$ cat src/rtl/ped_phase_scheduler_pkg.sv
`default_nettype none
// ============================================================================
// Module   : ped_phase_scheduler_pkg
// Purpose  : Shared types and helpers for the pedestrian phase scheduler.
//            Provides the phase encoding, the seconds-counter width and the
//            RED -> GREEN -> FLASH -> RED successor function.
// Revision : 1.0  initial release
// ============================================================================
package ped_phase_scheduler_pkg;

    localparam int SEC_W = 5;

    // Encoding is visible on the phase output port, so values are fixed.
    typedef enum logic [1:0] {
        PH_RED   = 2'b00,
        PH_GREEN = 2'b01,
        PH_FLASH = 2'b10
    } phase_t;

    function automatic phase_t next_phase(input phase_t ph);
        phase_t nx;
        case (ph)
            PH_RED:   nx = PH_GREEN;
            PH_GREEN: nx = PH_FLASH;
            default:  nx = PH_RED;
        endcase
        return nx;
    endfunction

endpackage
`default_nettype wire

$ cat src/rtl/ped_phase_scheduler_tick_gen.sv
`default_nettype none
// ============================================================================
// Module   : ped_phase_scheduler_tick_gen
// Purpose  : Prescaler producing one countdown tick every TICK_DIV clocks.
//            Counts 0..TICK_DIV-1 and wraps; o_tick is high in the cycle the
//            count sits at TICK_DIV-1 (and the prescaler is not held).
// Ports    : clk      system clock
//            rst      asynchronous active-high reset (count -> 0)
//            i_hold   freeze the count and suppress the tick
//            i_clear  force the count back to 0 (wins over hold)
//            o_tick   one-clk tick pulse
// Revision : 1.0  initial release
// ============================================================================
module ped_phase_scheduler_tick_gen #(
    parameter int unsigned TICK_DIV = 50_000_000
) (
    input  logic clk,
    input  logic rst,
    input  logic i_hold,
    input  logic i_clear,
    output logic o_tick
);

    localparam int CW = (TICK_DIV > 1) ? $clog2(TICK_DIV) : 1;
    localparam logic [CW-1:0] c_LAST = CW'(TICK_DIV - 1);

    logic [CW-1:0] r_cnt;
    logic          w_at_last;

    assign w_at_last = (r_cnt == c_LAST);
    assign o_tick    = w_at_last && !i_hold;

    always_ff @(posedge clk or posedge rst) begin
        if (rst) begin
            r_cnt <= '0;
        end else if (i_clear) begin
            r_cnt <= '0;
        end else if (!i_hold) begin
            r_cnt <= w_at_last ? '0 : r_cnt + CW'(1);
        end
    end

endmodule
`default_nettype wire

$ cat src/rtl/ped_phase_scheduler.sv
`default_nettype none
// ============================================================================
// Module   : ped_phase_scheduler
// Purpose  : Pedestrian-crossing phase sequencer. Runs RED -> GREEN -> FLASH
//            with a per-phase 1 Hz countdown, pedestrian-request shortening of
//            RED, pause, and a manual next-phase strobe.
// Ports    : clk, rst (async, active high)
//            pause         freeze prescaler and countdown (level)
//            change_state  rising edge forces the next phase
//            ped_req       asynchronous button, synchronised internally
//            second        remaining seconds of the current phase (N..1)
//            phase         00 RED, 01 GREEN, 10 FLASH
//            pattern       1 = walk figure, 0 = stop figure
//            quick         1 only in FLASH
//            tick          one-clk pulse per countdown tick
//            req_pending   pedestrian request latched, not yet served
// Revision : 1.0  initial release
// ============================================================================
module ped_phase_scheduler
    import ped_phase_scheduler_pkg::*;
#(
    parameter int unsigned TICK_DIV  = 50_000_000,
    parameter int unsigned RED_SEC   = 15,
    parameter int unsigned GREEN_SEC = 10,
    parameter int unsigned FLASH_SEC = 5,
    parameter int unsigned MIN_RED_S = 3
) (
    input  logic             clk,
    input  logic             rst,
    input  logic             pause,
    input  logic             change_state,
    input  logic             ped_req,
    output logic [SEC_W-1:0] second,
    output logic [1:0]       phase,
    output logic             pattern,
    output logic             quick,
    output logic             tick,
    output logic             req_pending
);

    localparam logic [SEC_W-1:0] c_RED_LEN   = SEC_W'(RED_SEC);
    localparam logic [SEC_W-1:0] c_GREEN_LEN = SEC_W'(GREEN_SEC);
    localparam logic [SEC_W-1:0] c_FLASH_LEN = SEC_W'(FLASH_SEC);
    localparam logic [SEC_W-1:0] c_MIN_RED   = SEC_W'(MIN_RED_S);

    function automatic logic [SEC_W-1:0] phase_len(input phase_t ph);
        logic [SEC_W-1:0] len;
        case (ph)
            PH_GREEN: len = c_GREEN_LEN;
            PH_FLASH: len = c_FLASH_LEN;
            default:  len = c_RED_LEN;
        endcase
        return len;
    endfunction

    phase_t           r_phase;
    phase_t           w_phase_nx;
    logic [SEC_W-1:0] r_second;
    logic [SEC_W-1:0] w_second_nx;
    logic             r_req_pending;
    logic             w_req_nx;

    logic             r_cs_d;
    logic             r_ped_s1;
    logic             r_ped_s2;
    logic             r_ped_d;

    logic             w_cs_edge;
    logic             w_ped_edge;
    logic             w_tick;
    logic             w_is_red;
    logic             w_advance;

    assign w_cs_edge  = change_state && !r_cs_d;
    assign w_ped_edge = r_ped_s2 && !r_ped_d;
    assign w_is_red   = (r_phase == PH_RED);
    // A manual strobe outranks any tick; a tick at the last second rolls over.
    assign w_advance  = w_cs_edge || (w_tick && (r_second == SEC_W'(1)));

    ped_phase_scheduler_tick_gen #(
        .TICK_DIV (TICK_DIV)
    ) u_tick_gen (
        .clk     (clk),
        .rst     (rst),
        .i_hold  (pause),
        .i_clear (w_advance),
        .o_tick  (w_tick)
    );

    // Edge-detect and button synchroniser registers.
    always_ff @(posedge clk or posedge rst) begin
        if (rst) begin
            r_cs_d   <= 1'b0;
            r_ped_s1 <= 1'b0;
            r_ped_s2 <= 1'b0;
            r_ped_d  <= 1'b0;
        end else begin
            r_cs_d   <= change_state;
            r_ped_s1 <= ped_req;
            r_ped_s2 <= r_ped_s1;
            r_ped_d  <= r_ped_s2;
        end
    end

    // Phase / countdown / request state register.
    always_ff @(posedge clk or posedge rst) begin
        if (rst) begin
            r_phase       <= PH_RED;
            r_second      <= c_RED_LEN;
            r_req_pending <= 1'b0;
        end else begin
            r_phase       <= w_phase_nx;
            r_second      <= w_second_nx;
            r_req_pending <= w_req_nx;
        end
    end

    always_comb begin
        w_phase_nx  = r_phase;
        w_second_nx = r_second;
        w_req_nx    = r_req_pending;

        if (w_advance) begin
            w_phase_nx  = next_phase(r_phase);
            w_second_nx = phase_len(next_phase(r_phase));
        end else if (w_tick) begin
            // A pending request only shortens RED when it actually saves time.
            if (w_is_red && r_req_pending && (r_second > c_MIN_RED)) begin
                w_second_nx = c_MIN_RED;
            end else begin
                w_second_nx = r_second - SEC_W'(1);
            end
        end

        // Leaving RED always drops the request; a fresh press outranks the
        // tick that consumes the previous one.
        if (w_advance) begin
            w_req_nx = 1'b0;
        end else if (w_ped_edge && w_is_red) begin
            w_req_nx = 1'b1;
        end else if (w_tick && w_is_red) begin
            w_req_nx = 1'b0;
        end
    end

    assign second      = r_second;
    assign phase       = r_phase;
    assign pattern     = (r_phase != PH_RED);
    assign quick       = (r_phase == PH_FLASH);
    assign tick        = w_tick;
    assign req_pending = r_req_pending;

endmodule
`default_nettype wire

$ cat config.mk
export PLATFORM = sky130hd
export DESIGN_NAME = ped_phase_scheduler
export DESIGN_NICKNAME = d
export VERILOG_FILES = /design/src/rtl/ped_phase_scheduler_pkg.sv /design/src/rtl/ped_phase_scheduler_tick_gen.sv /design/src/rtl/ped_phase_scheduler.sv
export SDC_FILE = /design/constraint.sdc
export NUM_CORES = 1
export LEC_CHECK = 0
export CORE_UTILIZATION = 45
export DETAILED_ROUTE_END_ITERATION = 12
export SLEW_MARGIN = 20
export SYNTH_ARGS = -nofsm -noshare
export SYNTH_HDL_FRONTEND = slang
export SYNTH_SLANG_ARGS = --single-unit
$ cat constraint.sdc
create_clock -name clk -period 4.2 [get_ports clk]
set_input_delay 1.26 -clock clk [delete_from_list [all_inputs] [get_ports clk]]
set_output_delay 1.26 -clock clk [all_outputs]
set_load 0.1 [all_outputs]
==> flow_metrics.py <==
metrics = {
    "layout": {
        "fill_cells": 437,
        "final_util_pct": 53.7,
        "drive_gt1_share_pct": 11.2,
        "fin_area_mm2": 0.00254,
        "nNetsFinal": 259,
        "area_growth_pct": 15.0,
        "n_antenna_cell": 0,
        "instances_no_fill": 318,
    },
    "global_routing": {
        "grt_pass1_wl_um": 8700,
        "use_met2_pct": 33.5,
        "grt.busiest_layer": "met2",
        "overflow": 0,
        "use_met3_pct": 4.31,
        "grt_usage_pct": 21.6,
        "grt_max_degree": 29,
        "grt_pass1_vias": 1789,
        "grt.met1_usage_pct": 31.0,
        "antenna_found_initial": 0,
    },
    "min_path": {
        "holdPathStages": 0,
        "hp-class": "register to register",
        "hp-start": "r_ped_s1$_DFF_PP0_",
    },
    "cts": {
        "htreeDepth": 2,
        "cts_setup_buffers": 0,
        "insertion_delay_ns": 0.29,
        "cts_buffers": 5,
        "clock-sinks": 38,
        "cts_hold_buf": 0,
        "cts_buffer_depth": 2,
        "clkTransAtPathRegs_ns": 0.07,
        "clock-root-buffer": "clkbuf_8",
        "ctsResizeCount": 0,
        "cts_tree": "built",
    },
    "route": {
        "finalWirelength_um": 4990,
        "dr.first_iter.drc_count": 111,
        "vias": 1883,
        "postRouteAntennaNets": 0,
        "drc_errors": 0,
        "avgRoutedWirePerCell_um": 15.7,
        "via_per_inst": 5.92,
        "dr.pass1.iters": 4,
    },
    "critical_path": {
        "worstPathArrival_ns": 2.39,
        "required_ns": 2.94,
        "reg2reg_from": "u_tick_gen.r_cnt[5]$_DFFE_PP0P_",
        "worstPathMaxFanout": 3,
        "reg2regPathDepth": 4,
        "worstSetupPathType": "primary input to output port",
        "startpoint_type": "primary input",
        "critPathLaunch": "pause",
        "endpoint_kind": "output port",
    },
    "power": {
        "power.switching_uw": 371,
        "internal_power_uw": 653,
        "p_comb_share_pct": 27.2,
        "sw_frac_of_total_pct": 36.2,
        "power_density_mw_per_mm2": 404,
        "p_clk_share_pct": 30.1,
        "power_mw": 1.02,
        "leakage_nw": 0.938,
        "seq_power_share_pct": 42.7,
        "ir_worst_vdd_mv": 0.193,
    },
    "sta": {
        "min_period_ns": 3.65,
        "setup_ws_ns": 0.546,
        "rsz0062_at_grt": "false",
        "setup_viol": 0,
        "finClkSkew_ns": 0.00715,
        "finalCritPeriodShare_pct": 87.0,
        "worst_slew_pin_slew_ns": 0.967,
        "fmax_ghz": 0.274,
        "maxSlewViolCount": 0,
        "holdWs_ns": 0.356,
        "relSlewSlack_pct": 35.3,
        "finalHoldViolCount": 0,
        "setup_tns_ns": 0,
    },
    "synth": {
        "syn_avg_cell_area_um2": 9.36,
        "yosys-top-cells-area": "dfrtp_1 39%, a21oi_1 5.7%, or4_1 5.1%",
        "ys_ff_latch": 38,
        "synth-main-ff-cell": "dfrtp_1",
        "yosysUniqueCellTypes": 49,
        "yosysWarnings": 0,
        "syn_area_mm2": 0.00221,
        "synth_most_common_cell": "dfrtp_1",
        "syn_nets": 245,
        "synth_common_cells": "34 x dfrtp_1, 25 x a21oi_1, 15 x or4_1",
        "synth_edf_count": 0,
        "async_flop_share_pct": 100,
        "yosysSeqAreaShare_pct": 43.3,
        "synth_cells": 236,
        "netlist.area_leader.share_pct": 38.5,
        "synth_top_cell_by_area": "dfrtp_1",
    },
    "place": {
        "pre_cts_ws_ns": 0.547,
        "hpwl_um": 3460,
        "dpl_cell_area_mm2": 0.00243,
        "place_congestion": 0.752,
        "dp_cells": 310,
        "portBuffers": 15,
    },
    "floorplanning": {
        "pin_count": 16,
        "die_x_um": 72.1,
        "coreArea_mm2": 0.00472,
        "die_area_mm2": 0.00519,
        "initial_core_util_pct": 46.8,
        "die_y_um": 72.1,
        "rows": 25,
    },
    "run_status": {
        "status": "finished clean",
    },
    "run": {
        "drv_cap": 0,
    },
}
## layer usage
metal  share of wire [%]  wire, µm
met2                  44      2170
met5                   0         0
met4                 1.2        59
met3                 2.7       133
met1                  53      2620
## placed cells by master, fill, tap and decap left out, types with 2 or more instances in the layout
| master | synthesis | routed |
|---|---|---|
| inv_1 | 6 | 6 |
| nand3_1 | 11 | 11 |
| nand4_1 | 11 | 11 |
| or3_1 | 5 | 5 |
| nand4bb_1 | 2 | 2 |
| clkdlybuf4s50_1 | 0 | 11 |
| dfrtp_1 | 34 | 34 |
| o211ai_1 | 6 | 6 |
| nand2_1 | 10 | 10 |
| or2_2 | 2 | 2 |
| o21ai_0 | 7 | 7 |
| and3_1 | 2 | 2 |
| mux2i_1 | 2 | 2 |
| ha_1 | 4 | 4 |
| o311ai_0 | 2 | 2 |
| a211o_1 | 3 | 3 |
| nor4_1 | 3 | 3 |
| nor3_1 | 2 | 2 |
| clkbuf_8 | 0 | 5 |
| nor2b_1 | 6 | 6 |
| xor2_1 | 4 | 4 |
| o2111ai_1 | 2 | 2 |
| o21ai_1 | 2 | 2 |
| o31ai_1 | 13 | 13 |
| or4_1 | 15 | 15 |
| and4_1 | 6 | 6 |
| a21oi_1 | 25 | 25 |
| clkinv_2 | 0 | 2 |
| xnor2_1 | 3 | 3 |
| nor2_1 | 11 | 11 |
| dfstp_2 | 4 | 4 |
| buf_4 | 0 | 9 |
## logic make-up after synthesis
kind of cell,synth area share [%]
muxes,0.907
and+or+nand+nor,26.5
xor gates and xnor gates,2.78
DFF,43.3
buffers and inverters,3.91
AOI/OAI and AO/OA,20.4
adders and majority gates,2.27
## power by group through the flow
stage	logic, mW	registers, mW	clock network, mW
2_1_floorplan	0.103	0.557	0
3_5_place_dp	0.280	0.444	0
4_1_cts	0.280	0.437	0.317
6_report	0.279	0.438	0.308
5_1_grt	0.302	0.441	0.331
3_3_place_gp	0.280	0.444	0
## registers in the layout, indices dropped and copies added, names as in the netlist
register	flops
r_cs_d	1
phase	2
r_ped_s2	1
r_ped_s1	1
second	5
u_tick_gen.r_cnt	26
r_ped_d	1
req_pending	1
## cell type report
cell class	instances	area (µm²)	area share (%)
clock inverter	3	40.0	1.58
multi-input combinational	177	1170	45.9
sequential	38	956	37.7
inverter	7	26.3	1.03
timing repair buffer	21	198	7.79
tap	67	83.8	3.30
clock buffer	5	68.8	2.71
## worst paths after layout
path / endpoint / slack [ns]
setup reg to reg: u_tick_gen.r_cnt[21]$_DFFE_PP0P_ / 1.75
min in group asynchronous: phase[1]$_DFFE_PP0P_ / 1.39
setup / recovery: tick / 0.55
hold reg to reg: r_ped_s2$_DFF_PP0_ / 0.36
hold / removal: r_ped_s2$_DFF_PP0_ / 0.36
max in group asynchronous: second[0]$_DFFE_PP1P_ / 2.00
## worst max-delay path: stages
cell and delay (ns):
clkdlybuf4s50_1 0.51, clkinv_1 0.08, and4_1 0.17, and2_1 0.19
buf_12 0.17
No activity file was read; power rests on OpenSTA's default activity.
